[src/rtl/rtc_tick_timer.sv]
// rtc_tick_timer
//   Consumer side of the divided RTC clock. Synchronises rtc_clk_i into the
//   core clock domain and detects its rising edges. Each edge produces a
//   one-cycle tick and drives a prescaled, free-running time counter that has
//   a level-sensitive compare interrupt. The rtc period is also measured in
//   core cycles, as a health/frequency check on the divider.
//
// Ports
//   clk, rst       core clock, asynchronous active-high reset
//   rtc_clk_i      divided rtc clock (asynchronous to clk)
//   en             counter/prescaler enable
//   cnt_wr_en/data load time counter (wins over a coincident rtc edge)
//   cmp_wr_en/data load compare register
//   tick_o         one-cycle pulse per detected rtc rising edge
//   cnt_o, cmp_o   time counter and compare register
//   irq_o          level interrupt, cnt_o >= cmp_o (unsigned)
//   period_o       last measured rtc period in clk cycles (saturating)
//   period_vld_o   period_o holds a valid measurement
module rtc_tick_timer #(
  parameter int unsigned CNT_W = 32,
  parameter int unsigned PRESC = 1,
  parameter int unsigned PER_W = 16
) (
  input  logic             clk,
  input  logic             rst,
  input  logic             rtc_clk_i,
  input  logic             en,
  input  logic             cnt_wr_en,
  input  logic [CNT_W-1:0] cnt_wr_data,
  input  logic             cmp_wr_en,
  input  logic [CNT_W-1:0] cmp_wr_data,
  output logic             tick_o,
  output logic [CNT_W-1:0] cnt_o,
  output logic [CNT_W-1:0] cmp_o,
  output logic             irq_o,
  output logic [PER_W-1:0] period_o,
  output logic             period_vld_o
);

  localparam int unsigned PSC_W = (PRESC > 1) ? $clog2(PRESC) : 1;
  localparam logic [PSC_W-1:0] PSC_LAST = PSC_W'(PRESC - 1);

  logic             s1_q, s2_q, s3_q;
  logic             rise;
  logic             tick_q, tick_d;
  logic [CNT_W-1:0] cnt_q, cnt_d;
  logic [CNT_W-1:0] cmp_q, cmp_d;
  logic             irq_q, irq_d;
  logic [PSC_W-1:0] presc_q, presc_d;
  logic [PER_W-1:0] per_cnt_q, per_cnt_d;
  logic [PER_W-1:0] per_inc;
  logic [PER_W-1:0] period_q, period_d;
  logic             period_vld_q, period_vld_d;
  logic [1:0]       edge_cnt_q, edge_cnt_d;

  always_comb begin
    rise = s2_q & ~s3_q;
    tick_d = rise;

    cnt_d   = cnt_q;
    presc_d = presc_q;
    if (cnt_wr_en) begin
      cnt_d   = cnt_wr_data;
      presc_d = '0;
    end else if (rise && en) begin
      if (presc_q == PSC_LAST) begin
        presc_d = '0;
        cnt_d   = cnt_q + CNT_W'(1);
      end else begin
        presc_d = presc_q + PSC_W'(1);
      end
    end

    cmp_d = cmp_wr_en ? cmp_wr_data : cmp_q;
    // Compare the values being registered so irq_o lines up with cnt_o/cmp_o.
    irq_d = (cnt_d >= cmp_d);

    // per_inc is both the next free-running count and the period captured on
    // a rise, since the rise cycle itself belongs to the elapsed period.
    per_inc      = (per_cnt_q == '1) ? per_cnt_q : per_cnt_q + PER_W'(1);
    per_cnt_d    = per_inc;
    period_d     = period_q;
    period_vld_d = period_vld_q;
    edge_cnt_d   = edge_cnt_q;
    if (rise) begin
      per_cnt_d = '0;
      if (edge_cnt_q != 2'd2) begin
        edge_cnt_d = edge_cnt_q + 2'd1;
      end
      if (edge_cnt_q != 2'd0) begin
        period_d     = per_inc;
        period_vld_d = 1'b1;
      end
    end
  end

  always_ff @(posedge clk or posedge rst) begin
    if (rst) begin
      s1_q         <= 1'b0;
      s2_q         <= 1'b0;
      s3_q         <= 1'b0;
      tick_q       <= 1'b0;
      cnt_q        <= '0;
      cmp_q        <= '1;
      irq_q        <= 1'b0;
      presc_q      <= '0;
      per_cnt_q    <= '0;
      period_q     <= '0;
      period_vld_q <= 1'b0;
      edge_cnt_q   <= 2'd0;
    end else begin
      s1_q         <= rtc_clk_i;
      s2_q         <= s1_q;
      s3_q         <= s2_q;
      tick_q       <= tick_d;
      cnt_q        <= cnt_d;
      cmp_q        <= cmp_d;
      irq_q        <= irq_d;
      presc_q      <= presc_d;
      per_cnt_q    <= per_cnt_d;
      period_q     <= period_d;
      period_vld_q <= period_vld_d;
      edge_cnt_q   <= edge_cnt_d;
    end
  end

  assign tick_o       = tick_q;
  assign cnt_o        = cnt_q;
  assign cmp_o        = cmp_q;
  assign irq_o        = irq_q;
  assign period_o     = period_q;
  assign period_vld_o = period_vld_q;

endmodule

[config.mk]
export PLATFORM = sky130hd
export DESIGN_NAME = rtc_tick_timer
export DESIGN_NICKNAME = d
export VERILOG_FILES = /design/src/rtl/rtc_tick_timer.sv
export SDC_FILE = /design/constraint.sdc
export NUM_CORES = 1
export LEC_CHECK = 0
export CAP_MARGIN = 25
export CORE_ASPECT_RATIO = 0.8
export CORE_UTILIZATION = 36
export CTS_CLUSTER_SIZE = 14
export DETAILED_ROUTE_END_ITERATION = 6
export PLACE_DENSITY = 0.77
export SYNTH_ARGS = -nofsm -noshare
export SYNTH_HDL_FRONTEND = slang
export SYNTH_SLANG_ARGS = --single-unit
[constraint.sdc]
create_clock -name clk -period 3.4 [get_ports clk]
set_input_delay 0.68 -clock clk [delete_from_list [all_inputs] [get_ports clk]]
set_output_delay 0.68 -clock clk [all_outputs]
set_load 0.05 [all_outputs]
# Yosys cells after proc, flatten, opt, wreduce, memory -nomap -nowiden

Index checks and enable logic that the tools add are counted.

Input bits: 70
Word-level logic and storage cells: 35
Output and inout bits: 83
Register bits after elaboration: 105

Reduce and logical (&&, ||, !) cells: 5
Magnitude comparators: 1
Bitwise operators: 2
Mux-type cells: 9
$add $sub $neg: 4
Equality and inequality tests: 2

Operators with widths:

| cell                                                             | number |
|---|---|
| 32-bit 2-to-1 mux                                                | 4 |
| 32-bit by 1-bit adder with 32-bit output (second input constant) | 1 |
| 32-bit >= comparator                                             | 1 |
| 16-bit 2-to-1 mux                                                | 2 |
| 16-bit by 1-bit adder with 16-bit output (second input constant) | 1 |
| 16-bit == test (second input constant)                           | 1 |
| 2-bit AND reduction                                              | 2 |
| 2-bit nonzero test                                               | 2 |
| 1-bit 2-to-1 mux                                                 | 3 |
| 2-bit by 1-bit adder with 2-bit output (second input constant)   | 1 |
| 2-bit != test (second input constant)                            | 1 |
| 1-bit adder (second input constant)                              | 1 |
| 1-bit bitwise AND                                                | 1 |
| 1-bit logical AND                                                | 1 |
| 1-bit inverter                                                   | 1 |

# Longest topological paths before layout

Depth in word-level cells: 6
Depth in mapped cells: 13

# Worst setup path before layout

OpenSTA, ideal clock, no wires.

Kind: flip-flop to flip-flop
From: reg cnt_q[0], in the netlist cnt_o[0]
To: reg irq_q, in the netlist irq_o
Data arrival time: 3129 ps
Library setup time: 142 ps
Required time: 3258 ps
Cell stages (with the launch flop): 13
Buffers on the path: 1
Path slack: 129 ps
Clock period less this slack: 3271 ps
Cells stage by stage: dfrtp_1 -> ha_1 -> and4b_2 -> nand4_4 -> or2_1 -> clkbuf_2 -> or4_1 -> a31oi_1 -> ha_1 -> nand4_1 -> nor2_1 -> a2111oi_0 -> o21ai_0

Word-level cells in the longest chain between the ends: 5

RTL lines:

| element                                  | line | text |
|---|---|---|
| from (decl)                              | 46   | `logic [CNT_W-1:0] cnt_q, cnt_d;` |
| from (signal assigned)                   | 116  | `cnt_q <= cnt_d;` |
| 32-bit by 1-bit adder with 32-bit output | 68   | `cnt_d = cnt_q + CNT_W'(1);` |
| 32-bit 2-to-1 mux                        | 66   | `if (presc_q == PSC_LAST) begin` |
| 32-bit 2-to-1 mux                        | 65   | `end else if (rise && en) begin` |
| 32-bit 2-to-1 mux                        | 62   | `if (cnt_wr_en) begin` |
| named net cnt_d[30]                      | 46   |  |
| 32-bit >= comparator                     | 76   | `irq_d = (cnt_d >= cmp_d);` |
| named net irq_d                          | 48   | `logic irq_q, irq_d;` |
| to (signal assigned)                     | 118  | `irq_q <= irq_d;` |
| to (decl)                                | 48   |  |

The timed path passes the listed nets, and every way through them passes these cells.
A chain may end at the register's enable or synchronous reset.

# Final worst setup path

Same ends and word-level chain as after synthesis.

==> impl_results.md <==
- Final max-slew violation count: 0
- Most frequent cells in the layout: clkdlybuf4s50_1, dfrtp_1, nand2_1, o21ai_0, inv_1
- Starting density of the core: 37.5%
- ANT cells: 0
- Width of the die: 139 µm
- Final hold slack: 0.365 ns
- Setup repair after global routing missed its margin: no
- Total number of yosys warnings: 0
- Max Freq: 307 MHz
- Avg WL per Cell: 17.4 µm
- Setup-failing EPs final: 0
- CTS sink count: 104
- Largest family of logic cells by synthesized area: simple AND/OR/NAND/NOR gates
- Sum of negative setup slack: 0 ns
- Worst clock skew on the final layout: 0.00819 ns
- Multi-input gate area: 0.00264 mm²
- Reported max-cap violation count: 0
- Number of top-level design ports: 153
- Library cell appearing most often on the critical path: ha_1
- Die Area: 0.0156 mm²
- Cell Rows: 39
- Routability congestion estimate from global placement: 0.893
- Vias in the first global route: 4867
- Worst-skew pair later-pin latency: 0.36 ns
- Total track usage: 21.0%
- Initial antenna violation count: 0
- Final Cycle Share: 95.7%
- Critical path arrival: 3.48 ns
- Req. time, crit path: 3.63 ns
- Clock tree from TritonCTS: done
- Worst setup path category: reg2reg
- Area inside the core boundary: 0.0145 mm²
- Sequential cell area in the final layout: 0.00264 mm²
- Net count after synthesis: 644
- Worst min-delay path endpoint: s2_q
- Reg2reg start: cnt_o[0]
- Startpoint of the tightest hold check path: s1_q
- Via Count: 4644
- Post-synthesis cell type count: 45
- Kind of start point of the critical path: register
- Crit-path max cell delay: 0.47 ns
- Complex-gate fraction of the synthesized area: 9.40%
- Post-CTS clock slew at the launch and capture registers of the worst setup and hold paths: 0.07 ns
- Most common cell after layout, fill and taps aside: clkdlybuf4s50_1
- Total congestion overflow: 0
- Area grow syn2layout: 43.2%
- Worst setup path startpoint: cnt_o[0]
- Leakage: 3.47 nW
- Maximum fanout count along the critical path: 5
- Netlist area before placement: 0.00543 mm²
- Relative slew slack: 33.4%
- Worst min-delay path class: reg2reg
- Cell chain of the critical path: ha_1 > and4b_2 > nand4_4 > nor3_4 > xnor2_2 > o21ai_2 > ha_1 > and4_4 > a221o_1 > a2111oi_4 > o21ai_1
- Total power density per cell area: 472 mW/mm²
- Sort of element at the end of the critical path: register
- Buffer depth of the longest clock path: 2
- Post-detailed-route count of antenna-violating nets: 0
- Reg-to-reg endpoint: irq_o
- Maximum number of pins on one net before global-route repair: 46
- Cell count of the worst reg-to-reg path: 11
- Worst VDD drop: 0.000222 V
- Die Height: 112 µm
- Synth Area in XOR/XNOR: 6.29%
- Gate count after technology mapping: 538
- Status: finished, final reports clean
- Number of filler cells placed in the layout: 1264
- Synthesized area divided by synthesized cell count: 10.1 µm²
- FF-to-FF setup slack: 0.14 ns
- Total of buffers placed on input and output ports: 152
- Mux share of post-synthesis cell area: 6.86%
- Slew @ Worst Pin: 0.998 ns
- Fraction of the yosys area taken by sequential cells: 48.7%
- Adder-Cell Fraction of Synth Area: 8.29%
- Drt total wl: 15700 µm
- Yosys reg bits: 104
- Cts bufs inserted: 9
- Root buffer selected by CTS: clkbuf_16
- DRC viols: 0
- Number of cells traversed by the worst hold path: 0
- Iteration-0 DRC count of the detailed router: 223
- Count of TritonRoute iterations in the first routing pass: 5
- Final critical path time including I/O delays and setup: 3.26 ns
- Number of nets in the finished design: 822
- Placed wire-length estimate: 12200 µm
- Global-route wire length before repair: 25300 µm
- Proportion of layout cells with a drive suffix above 1: 16.2%
- Vias per inst: 5.13
- H-Tree Depth: 3
- Worst-path cell with the longest stage delay: a2111oi_4
- Post-synthesis simple-gate area fraction: 15.8%
- Final Hold Violating Endpoints: 0
## stage by stage
stage               setup WS, ns  total power, mW  std cells  util (%)  area, µm²
floorplan                 0.0408             2.20        538         -       5430
global placement           -1.09             2.62        886      50.7       7350
detailed placement         -1.16             2.65        886      50.7       7350
CTS                      0.00148             3.70        903      53.1       7690
global route             0.00780             3.84        905      53.7       7780
finish                     0.145             3.67        905      53.7       7780
## kinds of logic (layout without fill, tap and decap cells)
| logic type | count (synthesis) | after routing |
|---|---|---|
| simple gates | 170 | 170 |
| flops | 104 | 104 |
| compound gates | 89 | 89 |
| buf+inv | 63 | 246 |
| xor+xnor | 39 | 39 |
| mux | 37 | 37 |
| fa+ha+maj | 36 | 36 |
## worst max-delay path: cells and delay by family, from the launching register on
kind / cells / cell delay, ns
simple gates: 4 / 0.95
flops: 1 / 0.42
fa+ha+maj: 2 / 0.53
xor+xnor: 1 / 0.14
compound gates: 4 / 1.09
## Yosys cell counts, drive strengths merged
master / number / area [µm²]
dfrtp: 72 / 1800
nand2: 66 / 255
o21ai: 57 / 285
inv: 41 / 154
ha: 36 / 450
mux2i: 35 / 350
dfstp: 32 / 841
nor2: 25 / 93.8
xnor2: 22 / 193
nand3: 18 / 90.1
clkbuf: 17 / 65.1
xor2: 17 / 149
nand4: 14 / 103
a21oi: 12 / 60.1
and3: 10 / 65.1
nor4: 9 / 56.3
and4: 6 / 53.8
nor3: 6 / 30.0
a21o: 4 / 30.0
and2: 4 / 25.0
buf: 4 / 30.0
nand2b: 4 / 25.0
a2111oi: 3 / 26.3
nor2b: 3 / 18.8
o2111ai: 3 / 26.3
o211ai: 3 / 22.5
a31o: 2 / 17.5
mux2: 2 / 22.5
o31a: 2 / 18.8
or2: 2 / 12.5
a221o: 1 / 10.0
a31oi: 1 / 6.26
and4b: 1 / 11.3
dlygate4sd1: 1 / 8.76
nor4b: 1 / 8.76
o31ai: 1 / 7.51
or4: 1 / 7.51
## where the power goes
group,switching [mW],internal [mW]
Clock,0.494,0.527
Sequential,0.114,1.39
Combinational,0.713,0.431
Total,1.32,2.35
## sequential cells by signal (all words and copies together), names as in the netlist
| name | count |
|---|---|
| period_vld_o | 1 |
| cmp_o | 32 |
| tick_o | 1 |
| s3_q | 1 |
| per_cnt_q | 16 |
| edge_cnt_q | 2 |
| cnt_o | 32 |
| period_o | 16 |
| s2_q | 1 |
| irq_o | 1 |
| s1_q | 1 |
## cell type report
class                   instances  area share, %
flip-flops and latches        104           34.0
multi-input cells             371           33.9
repair buffers                189           23.4
clock buffers                  10           3.07
well taps                     184           2.96
inverters                      41           2.01
clock inverters                 6          0.643
## timing repair
item / CTS / global route
hold buffers: 0 / 0
endpoints found under the setup margin: 1 / 1
gates cloned: 0 / 0
pin swaps: 3 / 8
resized for setup: 14 / 21
setup buffers: 1 / 2
## worst max-delay path by stage
stage	to	slack, ns	depth (start not counted)
6_report	irq_o	0.14	11
5_1_grt	irq_o	0.008	13
4_1_cts	irq_o	0.001	11
3_5_place_dp	irq_o	-1.16	13
3_3_place_gp	irq_o	-1.09	12
2_1_floorplan	cnt_o[0]	0.04	1
## per-layer routing
layer / vias up / routed length, µm / GRT usage [%]
met4: 0 / 416 / 8.81
met5: - / 0 / 0
li1: 2221 / - / -
met2: 154 / 7040 / 32.4
met3: 31 / 897 / 4.52
met1: 2238 / 7380 / 28.6
(Power assumes the default switching activity.)
